===== src/rtl/branch_resolve_unit.sv =====
// Bimodal branch predictor: 2-bit PHT lookup at fetch, prediction carried
// through D and E, resolution and PHT training in execute.
module branch_resolve_unit #(
    parameter int INDEX_SIZE = 6
) (
    input  logic        clk,
    input  logic        reset,
    input  logic [31:0] pcF,
    input  logic        BTBHit,
    input  logic [31:0] branchimmF,
    input  logic        stallD,
    input  logic        stallE,
    input  logic        flushD,
    input  logic        flushE,
    input  logic        branchD,
    input  logic [31:0] branchimmD,
    input  logic        branchTakenE,
    output logic        predTakenF,
    output logic [31:0] predPcF,
    output logic        BTBWriteD,
    output logic        mispredictE,
    output logic [31:0] redirectPcE,
    output logic [31:0] branchCount,
    output logic [31:0] mispredCount
);
    localparam int NPHT = 1 << INDEX_SIZE;

    logic [1:0]            pht_q [NPHT];
    logic [1:0]            phtE_d;
    logic [INDEX_SIZE-1:0] idxF, idxE;
    logic                  updE;

    logic        validD_q, predTakenD_q, btbHitD_q;
    logic [31:0] pcD_q;
    logic        validE_q, branchE_q, predTakenE_q;
    logic [31:0] pcE_q, immE_q;
    logic [31:0] branchCount_q, mispredCount_q;

    assign idxF = pcF[INDEX_SIZE+1:2];
    assign idxE = pcE_q[INDEX_SIZE+1:2];

    // Fetch reads the registered PHT, so a same-cycle E update is seen next cycle.
    assign predTakenF = BTBHit & pht_q[idxF][1];
    assign predPcF    = pcF + (predTakenF ? branchimmF : 32'd4);

    assign BTBWriteD   = validD_q & branchD & ~btbHitD_q & ~stallD & ~flushD;
    assign updE        = validE_q & branchE_q & ~stallE;
    assign mispredictE = updE & (branchTakenE ^ predTakenE_q);
    assign redirectPcE = pcE_q + (branchTakenE ? immE_q : 32'd4);

    assign branchCount  = branchCount_q;
    assign mispredCount = mispredCount_q;

    always_comb begin
        phtE_d = pht_q[idxE];
        if (branchTakenE) begin
            if (phtE_d != 2'b11) phtE_d = phtE_d + 2'b01;
        end else if (phtE_d != 2'b00) begin
            phtE_d = phtE_d - 2'b01;
        end
    end

    always_ff @(posedge clk or negedge reset) begin
        if (!reset) begin
            for (int i = 0; i < NPHT; i++) pht_q[i] <= 2'b01;
        end else if (updE) begin
            pht_q[idxE] <= phtE_d;
        end
    end

    // F->D: flush beats stall; only valid/prediction need clearing.
    always_ff @(posedge clk or negedge reset) begin
        if (!reset) begin
            validD_q     <= 1'b0;
            predTakenD_q <= 1'b0;
            btbHitD_q    <= 1'b0;
            pcD_q        <= '0;
        end else if (flushD) begin
            validD_q     <= 1'b0;
            predTakenD_q <= 1'b0;
        end else if (!stallD) begin
            validD_q     <= 1'b1;
            predTakenD_q <= predTakenF;
            btbHitD_q    <= BTBHit;
            pcD_q        <= pcF;
        end
    end

    // D->E: a stalled decode feeds a bubble into execute.
    always_ff @(posedge clk or negedge reset) begin
        if (!reset) begin
            validE_q     <= 1'b0;
            branchE_q    <= 1'b0;
            predTakenE_q <= 1'b0;
            pcE_q        <= '0;
            immE_q       <= '0;
        end else if (flushE) begin
            validE_q     <= 1'b0;
            branchE_q    <= 1'b0;
            predTakenE_q <= 1'b0;
            pcE_q        <= '0;
            immE_q       <= '0;
        end else if (!stallE) begin
            if (stallD) begin
                validE_q     <= 1'b0;
                branchE_q    <= 1'b0;
                predTakenE_q <= 1'b0;
            end else begin
                validE_q     <= validD_q;
                branchE_q    <= branchD;
                predTakenE_q <= predTakenD_q;
                pcE_q        <= pcD_q;
                immE_q       <= branchimmD;
            end
        end
    end

    always_ff @(posedge clk or negedge reset) begin
        if (!reset) begin
            branchCount_q  <= '0;
            mispredCount_q <= '0;
        end else begin
            if (updE)        branchCount_q  <= branchCount_q + 32'd1;
            if (mispredictE) mispredCount_q <= mispredCount_q + 32'd1;
        end
    end
endmodule


===== config.mk =====
export PLATFORM = sky130hd
export DESIGN_NAME = branch_resolve_unit
export DESIGN_NICKNAME = d
export VERILOG_FILES = /design/src/rtl/branch_resolve_unit.sv
export SDC_FILE = /design/constraint.sdc
export NUM_CORES = 1
export LEC_CHECK = 0
export ABC_AREA = 1
export ABC_CLOCK_PERIOD_IN_PS = 11300
export BUFFER_PORTS_ARGS = -buffer_cell sky130_fd_sc_hd__buf_2
export CAP_MARGIN = 40
export CORE_MARGIN = 2
export CORE_UTILIZATION = 55
export CTS_CLUSTER_SIZE = 24
export DETAILED_ROUTE_END_ITERATION = 8
export PLACE_DENSITY = 0.8
export REMOVE_ABC_BUFFERS = 1
export SLEW_MARGIN = 15
export SYNTH_ARGS = -nofsm -noshare
export SYNTH_HDL_FRONTEND = slang
export SYNTH_SLANG_ARGS = --single-unit

===== constraint.sdc =====
create_clock -name clk -period 11.3 [get_ports clk]
set_input_delay 0.565 -clock clk [delete_from_list [all_inputs] [get_ports clk]]
set_output_delay 0.565 -clock clk [all_outputs]
set_load 0.02 [all_outputs]

==> reports/qor.yml, run 1 <==
timing:
  tightest_slew_ps: 1120
  finalMaxSlewViolations: 0
  finalHoldViolCount: 0
  fin_skew_ps: 32.3
  clock.fmax_ghz: 0.169
  rsz0062_at_grt: "no"
  fin_crit_sh: 0.524
  min_period_ps: 5930
  tns_ps: 0
  setup_viol: 0
  max-slew-margin-rel: 0.252
floorplan:
  placeableCoreArea_mm2: 0.0335
  dieArea_mm2: 0.0356
  num_rows: 67
  start_util: 0.559
  die-height_um: 189
  die_w_um: 189
  ioPinCount: 236
drt:
  viasPerCell: 5.65
  drtPass1Iterations: 6
  wl_per_cell_um: 17.2
  routed-wl-met3_um: 5180
  routed.top_layer: "met4"
  vias: 18800
  ant_nets: 0
  wl_met2_um: 25900
  drc: 0
  wirelength_um: 57200
  wl_met1_um: 24400
  dr.first_iter.drc_count: 1761
placement:
  dp.cells: 3256
  postPlaceCellArea_mm2: 0.0202
  hpwl_um: 41000
  portBuffers: 235
  place_congestion: 0.953
clocking:
  htreeDepth: 2
  root_buffer: "clkbuf_16"
  numCtsBuffers: 34
  clock_path_buffers: 3
  numClockSinks: 294
  cts_tree: "done"
  hold_buffers: 0
  post_cts_buffers: 0
  clk_pin_slew_ps: 60
  cts-resized-gates: 0
  clkLatencyLatePin_ps: 530
power:
  ir_worst_vdd_v: 0.0000829
  p_per_area_mw_per_mm2: 121
  p_leak_nw: 11.2
  finalPower_w: 0.00260
critical_path:
  setup.worst_path.end_class: "output pin"
  setup.worst_path.start: "pcF[3]"
  crit_required_ps: 10740
  rrSetupSlack_ps: 7100
  r2r-start: "pcE_q[4]"
  critPathArrivalTime_ps: 5360
  worstSetupPathType: "primary input to output pin"
  reg2regPathDepth: 14
  rr_endpoint: "pht_q[107]"
  cp-start-kind: "primary input"
  worstPathMaxFanout: 18
flow_run:
  cap_violations: 0
hold_path:
  hold_class: "primary input to asynchronous set/reset pin"
logic_synthesis:
  synth.most_common_cell: "nand2_1"
  ys_top_cells_by_count: "826 x nand2_1, 333 x inv_1, 284 x nand3_1"
  synth_top_area_cell: "dfrtp_1"
  synth_seq_cells: 294
  syn_inst: 2654
  synth_area_leaders: "dfrtp_1 31%, nand2_1 17%, dfstp_2 9.0%"
  synth_edf_count: 0
  yosysWarnings: 0
  synth_top_area_share: 0.307
  synth-async-reset-ratio: 1.00
  synth.distinct_cells: 45
  ys.flop_type: "dfrtp_1"
  syn_area_per_cell_um2: 7.06
  syn_area_mm2: 0.0187
  yosysSeqAreaShare: 0.397
final_layout:
  drive_above_1_share: 0.142
  fin_area_mm2: 0.0214
  fin_nets: 3016
  fillerInstances: 2997
  fin_cells: 3320
  synthToLayoutAreaGrowth_pct: 14.1
global_route:
  grt_pass1_vias: 17600
  overflow: 0
  grt_pass1_wl_um: 92000
  grt_max_degree: 186
  antenna_found_initial: 3
  grtUsageTotal: 0.317
run_status:
  status: "finished clean"
-- sequential cells by signal, summed over array words and instances, names as in the netlist --
signal	flops
validE_q	1
branchCount	32
validD_q	1
pcD_q	32
predTakenD_q	1
immE_q	32
mispredCount	32
btbHitD_q	1
pcE_q	32
predTakenE_q	1
pht_q	128
branchE_q	1
-- cell type report --
class	count	area, um^2	share of cell area
Sequential cell	294	7440	0.348
Multi-Input combinational cell	1919	9590	0.448
Inverter	347	1300	0.0610
Clock inverter	13	123	0.00573
Tap cell	448	561	0.0262
Timing Repair Buffer	249	1360	0.0638
Antenna cell	3	7.51	0.000351
Clock buffer	47	1000	0.0467
-- cell families after synthesis --
| family | Yosys count | synth area share |
|---|---|---|
| flops | 294 | 0.397 |
| buf+inv | 441 | 0.0927 |
| fa+ha+maj | 66 | 0.0448 |
| simple gates | 1417 | 0.320 |
| compound gates | 321 | 0.0920 |
| xor+xnor | 115 | 0.0537 |
-- worst max-delay path: stages --
cell and delay [ps]:
buf_2 350, clkinv_1 540, nand3_1 260, nand3_1 80
nand2_1 70, nand2_1 50, nand3_1 90, nand3_1 120
a21boi_2 220, inv_1 230, nor2_1 150, ha_1 180
inv_1 60, fa_1 400, o21ai_0 390, a21oi_1 180
o21ai_0 490, a21oi_1 240, o21ai_0 310, xor2_1 170
buf_2 180
-- placed cells by master, fill, tap and decap left out, types with 41 or more instances in the layout --
cell / Yosys / routed
nor3_1: 79 / 79
buf_2: 41 / 234
dfrtp_1: 230 / 230
ha_1: 64 / 64
nand2_1: 826 / 826
inv_1: 333 / 332
o21ai_0: 125 / 124
dfstp_2: 64 / 64
nor2_1: 166 / 164
xor2_1: 74 / 74
nand3_1: 284 / 284
a21oi_1: 136 / 136
xnor2_1: 41 / 41
-- how the worst max path moves through the flow --
stage                             end  slack (ps)
final                     predPcF[24]        5370
after CTS                 predPcF[24]        5270
after floorplan           predPcF[24]        6240
after global placement    predPcF[24]        5270
after global routing      predPcF[24]        4860
after detailed placement  predPcF[24]        5270
-- report_power, final --
group | internal [W] | leakage [nW] | switching, W
registers | 0.00109 | 3.71 | 0.0000213
logic | 0.000112 | 6.96 | 0.000277
clock network | 0.000646 | 0.551 | 0.000455
-- metrics by stage --
| stage | worst slack, ps | utilization | hold WS [ps] |
|---|---|---|---|
| floorplan | 6240 | - | 269 |
| global placement | 5270 | 0.601 | 453 |
| detailed placement | 5270 | 0.603 | 457 |
| CTS | 5270 | 0.637 | 139 |
| global route | 4860 | 0.638 | 174 |
| finish | 5370 | 0.638 | 102 |
-- routing by layer --
layer	track usage	up-vias
li1	-	8879
met1	0.450	8848
met2	0.502	913
met3	0.0514	128
met4	0.0956	0
met5	0	-
No activity file was read; power rests on OpenSTA's default activity.
==> run 2, diff against run 1 <==
--- a/config.mk
+++ b/config.mk
@@ -6,7 +6,7 @@
 export NUM_CORES = 1
 export LEC_CHECK = 0
 export ABC_AREA = 1
-export ABC_CLOCK_PERIOD_IN_PS = 11300
+export ABC_CLOCK_PERIOD_IN_PS = 5550
 export BUFFER_PORTS_ARGS = -buffer_cell sky130_fd_sc_hd__buf_2
 export CAP_MARGIN = 40
 export CORE_MARGIN = 2
==> constraint.sdc (replaced) <==
create_clock -name clk -period 5.55 [get_ports clk]
set_input_delay 0.2775 -clock clk [delete_from_list [all_inputs] [get_ports clk]]
set_output_delay 0.2775 -clock clk [all_outputs]
set_load 0.02 [all_outputs]
==> reports/qor.yml, run 2 (same netlist as run 1, synthesis figures left out) <==
placement:
  dp.cells: 3264  # was 3256
  place_congestion: 0.957  # was 0.953
  hpwl_um: 41700  # was 41000 um
  portBuffers: 235  # unchanged
  place_ws_ps: 590  # was 5270 ps
power:
  switchingPower_w: 0.00151  # was 0.000753 W
  combPwrFrac: 0.158  # was 0.150
  pwr-share-clk: 0.413  # was 0.424
  intPower_w: 0.00374  # was 0.00184 W
  ir_worst_vdd_v: 0.000239  # was 0.0000829 V
  p_leak_nw: 11.4  # was 11.2 nW
  p_per_area_mw_per_mm2: 240  # was 121 mW/mm^2
  swShare: 0.287  # was 0.290
  pwr-share-seq: 0.428  # was 0.426
final_layout:
  final_common_cell: "nand2_1"  # unchanged
  drive_above_1_share: 0.140  # was 0.142
  layout_common_cells: "826 x nand2_1, 332 x inv_1, 284 x nand3_1"  # unchanged
  fin_cells: 3372  # was 3320
  fin_nets: 3070  # was 3016
  fillerInstances: 2900  # was 2997
  top_register: "pht_q"  # unchanged
  final_util: 0.653  # was 0.638
  synthToLayoutAreaGrowth_pct: 16.7  # was 14.1%
  largest_reg_flops: 128  # unchanged
clocking:
  clock_path_buffers: 3  # unchanged
  clk_pin_slew_ps: 60  # about the same
  clkLatencyLatePin_ps: 590  # was 530 ps
  htreeDepth: 1  # was 2
  numCtsBuffers: 31  # was 34
  cts_tree: "done"  # unchanged
  cts-resized-gates: 0  # unchanged
  root_buffer: "clkbuf_16"  # unchanged
  post_cts_buffers: 0  # unchanged
  hold_buffers: 49  # was 0
  numClockSinks: 294  # unchanged
timing:
  finalMaxSlewViolations: 0  # unchanged
  holdWs_ps: -0.345  # was 102 ps
  tightest_slew_ps: 1040  # was 1120 ps
  max-slew-margin-rel: 0.305  # was 0.252
  finalHoldViolCount: 1  # was 0
  tns_ps: 0  # unchanged
  setup_viol: 0  # unchanged
  fin_crit_sh: 0.927
  fin_ws_ps: 405  # was 5370 ps
  fin_skew_ps: 38.7  # was 32.3 ps
  clock.fmax_ghz: 0.194
  min_period_ps: 5140
  rsz0062_at_grt: "no"  # unchanged
global_route:
  antenna_found_initial: 1  # was 3
  overflow: 0  # unchanged
  grt_pass1_wl_um: 92600  # was 92000 um
  grtUsageTotal: 0.319  # was 0.317
  grt_max_degree: 139  # was 186
  grt_pass1_vias: 18100  # was 17600
drt:
  wirelength_um: 58300  # was 57200 um
  wl_per_cell_um: 17.3  # was 17.2 um
  viasPerCell: 5.66  # was 5.65
  vias: 19100  # was 18800
  drc: 0  # unchanged
  drtPass1Iterations: 7  # was 6
  ant_nets: 0  # unchanged
  dr.first_iter.drc_count: 1922  # was 1761
run_status:
  status: "complete, but fails checks"  # was finished clean
  violations: "negative hold slack"
floorplan:
  die_w_um: 189  # unchanged
  start_util: 0.559  # unchanged
  ioPinCount: 236  # unchanged
  dieArea_mm2: 0.0356  # unchanged
  num_rows: 67  # unchanged
  die-height_um: 189  # unchanged
  placeableCoreArea_mm2: 0.0335  # unchanged
hold_path:
  hold_depth: 3
  hold_class: "primary input to register"  # was primary input to asynchronous set/reset pin
critical_path:
  setup.worst_path.start: "pcF[3]"  # unchanged
  worstSetupPathType: "primary input to output pin"  # unchanged
  reg2regPathDepth: 14  # unchanged
  worstPathMaxFanout: 18  # unchanged
  rrSetupSlack_ps: 1580  # was 7100 ps
  critPathArrivalTime_ps: 4870  # was 5360 ps
  rr_endpoint: "pht_q[103]"  # was pht_q[107]
  r2r-start: "pcE_q[3]"  # was pcE_q[4]
  endpoint: "predPcF[22]"  # was predPcF[24]
  crit_required_ps: 5270  # was 10740 ps
  cp-start-kind: "primary input"  # unchanged
  setup.worst_path.end_class: "output pin"  # unchanged
flow_run:
  cap_violations: 0  # unchanged
[run 2: per-layer routing]
layer / GRT usage / vias to the layer above / part of all wire
met3: 0.0490 / 144 / 0.086
met1: 0.442 / 9088 / 0.43
li1: - / 8971 / -
met5: 0 / - / 0.00022
met2: 0.511 / 882 / 0.45
met4: 0.113 / 2 / 0.034
[run 2: layout make-up]
type,count,area [um^2],area share
clock inverters,15,190,0.00869
clock buffers,42,867,0.0396
well taps,448,561,0.0256
diodes,1,2.50,0.000114
multi-input cells,1919,9590,0.438
inverters,347,1300,0.0596
flip-flops and latches,294,7440,0.340
repair buffers,306,1930,0.0881
[run 2: worst max-delay path, cell delays in order]
cell and delay, ps:
buf_2 370, clkinv_1 580, nand3_1 250, nand3_1 90, nand2_1 90, nand2_1 50, nand3_1 90, nand3_1 110
a21boi_2 260, inv_1 130, nor2_1 100, ha_1 190, inv_1 60, fa_1 390, o21ai_0 380, nand2_1 100
nand2_1 110, a21oi_1 120, o21ai_0 450, nand2_1 100, nand2_1 140, nor2_1 60, nor2_1 100, nand2_1 60
nand2_1 50, buf_2 150
[run 2: how the worst min path moves through the flow]
stage	from	endpoint	slack (ps)
floorplan	reset	branchCount[0]	-20
global placement	reset	branchCount[23]	440
detailed placement	reset	branchCount[23]	450
CTS	branchimmD[19]	immE_q[19]	2
global route	branchimmD[14]	immE_q[14]	2
finish	branchimmD[29]	immE_q[29]	-0.3
[run 2: metrics by stage]
stage / power (W) / area (um^2)
final: 0.00525 / 21900
after global routing: 0.00543 / 21900
after CTS: 0.00525 / 21800
after detailed placement: 0.00307 / 20300
after global placement: 0.00305 / 20200
after floorplan: 0.00272 / 18300
[run 2: power groups by stage]
stage | combinational, W | clock [W] | sequential, W
after floorplan | 0.000441 | 0 | 0.00228
after detailed placement | 0.000784 | 0 | 0.00228
final | 0.000831 | 0.00217 | 0.00225
after CTS | 0.000817 | 0.00218 | 0.00225
after global placement | 0.000771 | 0 | 0.00228
after global routing | 0.000904 | 0.00227 | 0.00225
==> run 3, diff against run 2 <==
--- a/config.mk
+++ b/config.mk
@@ -7,13 +7,13 @@
 export LEC_CHECK = 0
 export ABC_AREA = 1
 export ABC_CLOCK_PERIOD_IN_PS = 5550
-export BUFFER_PORTS_ARGS = -buffer_cell sky130_fd_sc_hd__buf_2
 export CAP_MARGIN = 40
 export CORE_MARGIN = 2
 export CORE_UTILIZATION = 55
 export CTS_CLUSTER_SIZE = 24
 export DETAILED_ROUTE_END_ITERATION = 8
-export PLACE_DENSITY = 0.8
+export DONT_BUFFER_PORTS = 1
+export PLACE_DENSITY = 0.74
 export REMOVE_ABC_BUFFERS = 1
 export SLEW_MARGIN = 15
 export SYNTH_ARGS = -nofsm -noshare
==> reports/qor.yml, run 3 (same netlist as run 1, synthesis figures left out) <==
critical_path:
  critPathMaxStageDelay_ps: 390  # was 580 ps
  worstSetupPathType: "register to output pin"  # was primary input to output pin
  setup.worst_path.end_class: "output pin"  # unchanged
  worstPathMaxFanout: 30  # was 18
  crit_top_cell: "nand2_1"  # unchanged
  crit_required_ps: 5270  # about the same
  cp_top_family: "simple AND/OR/NAND/NOR gates"  # unchanged
  path_buf_inv: 3  # was 5
  cp-start-kind: "register"  # was primary input
  critPathArrivalTime_ps: 4680  # was 4870 ps
  slowest_stage: "fa_1"  # was clkinv_1
final_layout:
  drive_above_1_share: 0.0666  # was 0.140
  synthToLayoutAreaGrowth_pct: 12.6  # was 16.7%
  regArea_mm2: 0.00744  # unchanged
  fin_nets: 2862  # was 3070
  fillerInstances: 2927  # was 2900
  multi_input_area_mm2: 0.00960  # was 0.00959 mm^2
  top_register: "pht_q"  # unchanged
  largest_reg_flops: 128  # unchanged
  layout_common_cells: "826 x nand2_1, 332 x inv_1, 284 x nand3_1"  # unchanged
  final_common_cell: "nand2_1"  # unchanged
  diodes: 0  # was 1
  final_util: 0.629  # was 0.653
run_status:
  violations: "negative hold slack"  # unchanged
  status: "complete, but fails checks"  # unchanged
timing:
  tns_ps: 0  # unchanged
  fin_skew_ps: 20.1  # was 38.7 ps
  clock.fmax_ghz: 0.202  # was 0.194 GHz
  holdWs_ps: -535  # was -0.345 ps
  setup_viol: 0  # unchanged
  tightest_slew_ps: 842  # was 1040 ps
  finalHoldViolCount: 294  # was 1
  min_period_ps: 4960  # was 5140 ps
  rsz0062_at_grt: "no"  # unchanged
  max-slew-margin-rel: 0.437  # was 0.305
  fin_crit_sh: 0.893  # was 0.927
  finalMaxSlewViolations: 0  # unchanged
drt:
  wirelength_um: 57200  # was 58300 um
  drtPass1Iterations: 5  # was 7
  dr.first_iter.drc_count: 1777  # was 1922
  wl_per_cell_um: 18.1  # was 17.3 um
  ant_nets: 0  # unchanged
  drc: 0  # unchanged
  viasPerCell: 5.76  # was 5.66
  vias: 18200  # was 19100
floorplan:
  start_util: 0.559  # unchanged
  num_rows: 67  # unchanged
  placeableCoreArea_mm2: 0.0335  # unchanged
  die_w_um: 189  # unchanged
  ioPinCount: 236  # unchanged
  dieArea_mm2: 0.0356  # unchanged
  die-height_um: 189  # unchanged
global_route:
  grt_max_degree: 295  # was 139
  overflow: 0  # unchanged
  grtUsageTotal: 0.321  # was 0.319
  antenna_found_initial: 0  # was 1
  grt_pass1_wl_um: 92600  # about the same
  grt_pass1_vias: 17800  # was 18100
clocking:
  clock_path_buffers: 3  # unchanged
  numCtsBuffers: 35  # was 31
  cts_tree: "done"  # unchanged
  clk_pin_slew_ps: 60  # about the same
  root_buffer: "clkbuf_16"  # unchanged
  clkLatencyLatePin_ps: 530  # was 590 ps
  numClockSinks: 294  # unchanged
  post_cts_buffers: 0  # unchanged
  hold_buffers: 69  # was 49
  htreeDepth: 2  # was 1
power:
  pwr-share-seq: 0.409  # was 0.428
  combPwrFrac: 0.124  # was 0.158
  intPower_w: 0.00406  # was 0.00374 W
  p_per_area_mw_per_mm2: 261  # was 240 mW/mm^2
  p_leak_nw: 10.6  # was 11.4 nW
  pwr-share-clk: 0.467  # was 0.413
  swShare: 0.264  # was 0.287
  switchingPower_w: 0.00145  # was 0.00151 W
  ir_worst_vdd_v: 0.000260  # was 0.000239 V
hold_path:
  hold_class: "primary input to asynchronous set/reset pin"  # was primary input to register
placement:
  place_congestion: 0.930  # was 0.957
  portBuffers: 0  # was 235
  hpwl_um: 39000  # was 41700 um
flow_run:
  cap_violations: 0  # unchanged
## run 3: cell count changes in the layout (fill, tap and decap cells not counted), sizes merged
cell,before,now
inv,346,344
bufinv,4,8
clkbuf,42,49
clkinvlp,3,0
clkinv,9,8
diode,1,0
buf,257,25
dlygate4sd3,49,69
## run 3: metrics by stage
| stage | setup slack (ps) | total power (W) | cell area (um^2) | hold WS, ps | instances |
|---|---|---|---|---|---|
| global placement | 745 | 0.00290 | 19100 | -2.25 | 3030 |
| CTS | 539 | 0.00553 | 21100 | -551 | 3164 |
| global route | 93.0 | 0.00569 | 21100 | -553 | 3164 |
| floorplan | 1060 | 0.00272 | 18300 | -18.1 | 2560 |
| finish | 595 | 0.00552 | 21100 | -535 | 3164 |
| detailed placement | 624 | 0.00291 | 19100 | -3.58 | 3033 |
## run 3: worst reg2reg max path, cell delays in order, from the launching register on
cell,delay [ps]
dfrtp_1,390
buf_4,330
nand3_1,400
inv_2,210
nand2_1,100
nand4_1,130
o21ai_0,400
nand2_1,120
nor2_1,170
nand2_1,130
nand2_2,640
buf_4,380
nand3_1,130
nand2_1,100
## run 3: final cells by class
cell class | count | share of cell area
repair buffers | 94 | 0.0434
clock inverters | 13 | 0.0127
clock buffers | 49 | 0.0484
multi-input cells | 1919 | 0.455
inverters | 347 | 0.0618
well taps | 448 | 0.0266
flip-flops and latches | 294 | 0.352
## run 3: timing repair
action,4_1_cts,5_1_grt
endpoints found under the setup margin,0,1
hold endpoints to repair,358,294
gates resized for setup,0,1
## run 3: path summary, 6_finish.rpt
check / start / endpoint / slack (ps) / cells past startpoint
setup reg to reg: pcE_q[2] / pht_q[106] / 1870 / 13
setup / recovery: pht_q[87] / predPcF[22] / 590 / 25
hold / removal: reset / branchCount[26] / -530 / 0
max in group asynchronous: reset / pht_q[75] / 5550 / 0
min in group clk: branchimmD[12] / immE_q[12] / 10 / 2
hold reg to reg: pht_q[66] / pht_q[66] / 470 / 2
## run 3: power by group through the flow
stage / clock network (W) / registers (W) / logic [W]
floorplan: 0 / 0.00228 / 0.000441
global placement: 0 / 0.00229 / 0.000613
detailed placement: 0 / 0.00229 / 0.000624
CTS: 0.00260 / 0.00225 / 0.000672
global route: 0.00268 / 0.00226 / 0.000744
finish: 0.00258 / 0.00226 / 0.000686
## run 3: metal layers
layer,track usage,routed length [um]
met5,0,0
met1,0.437,24200
met4,0.127,2000
met2,0.505,25700
met3,0.0646,5320
